File: config.mk
export PLATFORM = sky130hd
export DESIGN_NAME = max_seq_ctrl
export DESIGN_NICKNAME = d
export VERILOG_FILES = /design/src/rtl/max_seq_ctrl.sv
export SDC_FILE = /design/constraint.sdc
export NUM_CORES = 1
export LEC_CHECK = 0
export ABC_CLOCK_PERIOD_IN_PS = 3400
export BUFFER_PORTS_ARGS = -buffer_cell sky130_fd_sc_hd__buf_2
export CELL_PAD_IN_SITES_DETAIL_PLACEMENT = 1
export CELL_PAD_IN_SITES_GLOBAL_PLACEMENT = 1
export CORE_MARGIN = 2
export CORE_UTILIZATION = 48
export CTS_CLUSTER_DIAMETER = 50
export DETAILED_ROUTE_END_ITERATION = 7
export GPL_ROUTABILITY_DRIVEN = 0
export PLACE_DENSITY_LB_ADDON = 0.1
export SETUP_SLACK_MARGIN = 0.5
export SLEW_MARGIN = 20
export SYNTH_ARGS = -nofsm -noshare
export SYNTH_HDL_FRONTEND = slang
export SYNTH_SLANG_ARGS = --single-unit
File: constraint.sdc
create_clock -name clk -period 3.4 [get_ports clk]
set_input_delay 0.51 -clock clk [delete_from_list [all_inputs] [get_ports clk]]
set_output_delay 0.51 -clock clk [all_outputs]
set_load 0.02 [all_outputs]
File: src/rtl/max_seq_ctrl.sv
// Packet maximum finder: keeps the running unsigned max and its position, comparing
// each new word against the max one nibble per cycle (LSB first) through a 4-bit slice.
module max_seq_ctrl #(
  parameter int W  = 16,
  parameter int IW = 8
) (
  input  logic          clk,
  input  logic          rst_n,
  input  logic          in_valid,
  output logic          in_ready,
  input  logic [W-1:0]  in_data,
  input  logic          in_last,
  output logic          out_valid,
  input  logic          out_ready,
  output logic [W-1:0]  out_max,
  output logic [IW-1:0] out_idx
);

  localparam int NIB = W / 4;
  localparam int NW  = (NIB > 1) ? $clog2(NIB) : 1;
  localparam logic [NW-1:0] NIB_LAST = NW'(NIB - 1);

  typedef enum logic [1:0] {IDLE, CMP, UPD, OUT} state_t;

  state_t        state_q, state_d;
  logic          first_q, first_d;
  logic [W-1:0]  max_q, max_d;
  logic [W-1:0]  op_q, op_d;
  logic [IW-1:0] best_idx_q, best_idx_d;
  logic [IW-1:0] pos_q, pos_d;
  logic [NW-1:0] nib_q, nib_d;
  logic          gt_q, gt_d;
  logic          lst_q, lst_d;

  logic [NW+1:0] sh;
  logic [3:0]    a_nib, b_nib;

  always_ff @(posedge clk or negedge rst_n) begin
    if (!rst_n) begin
      state_q    <= IDLE;
      first_q    <= 1'b1;
      max_q      <= '0;
      op_q       <= '0;
      best_idx_q <= '0;
      pos_q      <= '0;
      nib_q      <= '0;
      gt_q       <= 1'b0;
      lst_q      <= 1'b0;
    end else begin
      state_q    <= state_d;
      first_q    <= first_d;
      max_q      <= max_d;
      op_q       <= op_d;
      best_idx_q <= best_idx_d;
      pos_q      <= pos_d;
      nib_q      <= nib_d;
      gt_q       <= gt_d;
      lst_q      <= lst_d;
    end
  end

  always_comb begin
    sh    = {nib_q, 2'b00};
    a_nib = op_q[sh +: 4];
    b_nib = max_q[sh +: 4];
  end

  always_comb begin
    state_d    = state_q;
    first_d    = first_q;
    max_d      = max_q;
    op_d       = op_q;
    best_idx_d = best_idx_q;
    pos_d      = pos_q;
    nib_d      = nib_q;
    gt_d       = gt_q;
    lst_d      = lst_q;
    in_ready   = (state_q == IDLE);
    out_valid  = (state_q == OUT);
    out_max    = max_q;
    out_idx    = best_idx_q;

    case (state_q)
      IDLE: begin
        if (in_valid) begin
          if (first_q) begin
            max_d      = in_data;
            best_idx_d = '0;
            pos_d      = IW'(1);
            if (in_last) state_d = OUT;
            else         first_d = 1'b0;
          end else begin
            op_d    = in_data;
            lst_d   = in_last;
            nib_d   = '0;
            gt_d    = 1'b0;
            state_d = CMP;
          end
        end
      end
      CMP: begin
        // Higher nibbles are seen later, so they override any lower-nibble verdict.
        gt_d  = (a_nib > b_nib) | ((a_nib == b_nib) & gt_q);
        nib_d = nib_q + 1'b1;
        if (nib_q == NIB_LAST) state_d = UPD;
      end
      UPD: begin
        if (gt_q) begin
          max_d      = op_q;
          best_idx_d = pos_q;
        end
        pos_d   = pos_q + 1'b1;
        state_d = lst_q ? OUT : IDLE;
      end
      OUT: begin
        if (out_ready) begin
          state_d = IDLE;
          first_d = 1'b1;
        end
      end
      default: state_d = IDLE;
    endcase
  end

endmodule

==> key figures <==
Global routing
  • Antenna violations before repair: 0
  • Grt ovf: 0
  • Gr usage total: 20.0%
  • Vias in the first global route: 1961
  • First-pass GRT wire length: 9690 um
  • Pin count of the biggest net entering global routing: 56

Logic synthesis
  • Net count after synthesis: 255
  • Synth cell types: 37
  • Top cells by area, synth: dfrtp_1, mux2_2, mux4_2
  • Synth top area share: 49.9%
  • Netlist Area Pre-Place: 0.00271 mm^2
  • Mean Syn Cell Area: 11.9 um^2
  • Flop and latch count out of synthesis: 55
  • Post-synthesis cell count: 228
  • FFs w/ async S/R, synth: 100%
  • Dominant synthesized flop cell: dfrtp_1
  • Sequential area share after synthesis: 50.8%
  • EDFF count, synth: 0
  • Yosys top cell by area: dfrtp_1
  • YS warnings: 0

Pwr
  • Pwr dens: 1020 mW/mm^2
  • Leak: 1.43 nW
  • VDD IR max: 0.472 mV

Setup path
  • Worst endpoint required time: 3600 ps
  • Setup crit start kind: register
  • Worst r2r dst: gt_q
  • Reg-to-reg setup timing slack: 1170 ps
  • CP arrival: 2430 ps
  • Reg-to-reg startpoint: nib_q[0]
  • Bufs and invs on worst path: 0
  • Worst-path fanout max: 11
  • Crit-path leading delay family: flip-flops
  • CP max stage delay: 720 ps
  • Worst R2R Path Depth: 5
  • CP Capture Type: register
  • Crit path to: gt_q
  • CP Depth: 5
  • Crit path cell chain: mux4_2 -> ha_1 -> a21oi_1 -> o21ai_0 -> a32o_1
  • Setup CP Type: reg -> reg
  • Critical path origin: nib_q[0]
  • Slowest stage cell, crit path: dfrtp_1

Die
  • Die Wd: 79.1 um
  • I/O pin cnt: 47
  • Row count: 27
  • Die height: 79.1 um
  • Core Area: 0.00547 mm^2
  • Die area: 0.00626 mm^2
  • Initial core utilization: 49.5%

Clocking
  • Clk pin slew, worst setup/hold paths: 100 ps
  • Post-cts repair resize count: 0
  • CTS sink count: 55
  • Root Driver: clkbuf_8
  • Num CTS Buffers: 5
  • Maximum buffer depth of the clock tree: 2
  • Skew-Pair Late Insertion Delay: 310 ps
  • Htree depth: 2
  • Post-CTS Setup Inserts: 0
  • Hold_buf cts: 0
  • CTS tree: yes

Routing
  • Post-route DRC: 0
  • Antenna-violating nets left: 0
  • Drt wl/cell: 16.5 um
  • Vias/cell: 5.41
  • WL final: 5620 um
  • Initial drt markers: 47
  • Via count: 1844
  • Pre-antenna DRT Iters: 4

Timing
  • Final setup fails: 0
  • Worst-Margin Slew: 705 ps
  • Worst hold slack: 326 ps
  • Max Clock Freq: 448 MHz
  • Worst relative slew slack: 53.0%
  • Period minus WS final: 2230 ps
  • Max Slew Vio Count: 0
  • Setup TNS: 0 ps
  • Hold Vio Cnt, Final: 0
  • Final setup skew: 7.67 ps
  • Period utilisation layout: 65.6%
  • RSZ-0062 raised after global routing: no

Finish
  • Non-filler cells, final: 341
  • Final #Nets: 295
  • Area Overhead vs Synth: 13.6%
  • Share of cells above drive strength 1: 31.6%
  • Ant diodes: 0

Min path
  • Hold Crit Class: in -> async

Placement
  • Post-DP HPWL: 3930 um
  • IO buf count: 46
  • Cells after DPL: 333

Status
  • Status: finished clean

Run
  • Number of max-cap violations: 0
==> cell usage after synthesis, types with 5 or more instances <==
master	instances
mux4_2	8
inv_1	9
mux2_2	17
nor2_1	6
o21ai_0	22
nand2_1	26
buf_2	5
dfrtp_1	54
a22o_1	8
mux2i_1	17
ha_1	6
a21oi_1	8
==> per-stage QoR <==
| stage | power [mW] | cell area (um^2) | setup WS (ps) | util [%] |
|---|---|---|---|---|
| floorplan | 2.29 | 2710 | 1410 | - |
| global placement | 2.61 | 2950 | 1210 | 53.8 |
| detailed placement | 2.68 | 2950 | 1180 | 53.8 |
| CTS | 3.19 | 3080 | 1150 | 56.2 |
| global route | 3.41 | 3080 | 1020 | 56.2 |
| finish | 3.14 | 3080 | 1170 | 56.2 |
==> flip-flops by register name (all words and copies together) (netlist names) <==
signal,cells
op_q,16
out_max,16
state_q,2
lst_q,1
gt_q,1
out_idx,8
first_q,1
nib_q,2
pos_q,8
==> worst reg2reg max path: cells and delay by family (launching register included) <==
kind | cells | cell delay (ps)
multiplexers | 1 | 580
flip-flops | 1 | 720
AO/OA/AOI/OAI | 3 | 510
adder cells (fa/ha/maj) | 1 | 330
==> logic make-up after synthesis <==
| family | Yosys count | share of synthesized area, % |
|---|---|---|
| adder cells (fa/ha/maj) | 6 | 2.77 |
| flip-flops | 55 | 50.8 |
| AO/OA/AOI/OAI | 45 | 10.2 |
| buffers and inverters | 24 | 4.94 |
| XOR/XNOR | 5 | 1.62 |
| multiplexers | 42 | 20.0 |
| AND/OR/NAND/NOR | 51 | 9.60 |
==> worst min path at each step <==
stage	from	slack, ps	to
2_1_floorplan	rst_n	210	gt_q
3_3_place_gp	out_idx[3]	480	out_idx[3]
3_5_place_dp	out_idx[6]	490	out_idx[6]
4_1_cts	rst_n	350	out_idx[1]
5_1_grt	rst_n	380	out_idx[3]
6_report	rst_n	330	out_idx[1]
==> per-layer routing <==
layer | routed length, um | track usage [%] | share of wire, %
met2 | 2840 | 34.5 | 50
met4 | 70 | 5.69 | 1.2
met3 | 170 | 3.18 | 3.0
met1 | 2540 | 26.2 | 45
met5 | 0 | 0 | 0
==> report_power, final <==
part | internal [mW] | switching [mW] | leakage (nW)
registers | 0.975 | 0.339 | 0.676
clock network | 0.295 | 0.215 | 0.0654
logic | 0.660 | 0.661 | 0.684
==> final cells by class <==
| type | count | area [um^2] |
|---|---|---|
| sequential | 55 | 1380 |
| clock inverter | 2 | 60.1 |
| tap | 72 | 90.1 |
| multi-input combinational | 149 | 1200 |
| clock buffer | 6 | 72.6 |
| inverter | 9 | 33.8 |
| timing repair buffer | 48 | 245 |
| fill | 605 | 2390 |
==> cell usage in the layout, fill, tap and decap left out, types with 2 or more instances in the layout <==
master     Yosys  layout
dfrtp_1       54      54
buf_2          5      46
nand2_1       26      26
o21ai_0       22      22
mux2_2        17      17
mux2i_1       17      17
inv_1          9       9
mux4_2         8       8
a22o_1         8       8
a21oi_1        8       8
nor2_1         6       6
ha_1           6       6
clkbuf_8       0       5
nand2b_1       3       3
xor2_1         3       3
nor3_1         3       3
nand3b_1       2       2
and3_1         2       2
nand4_1        2       2
xnor2_1        2       2
bufinv_16      0       2
buf_4          2       2
Note: power is estimated with default switching activity, not from simulation.
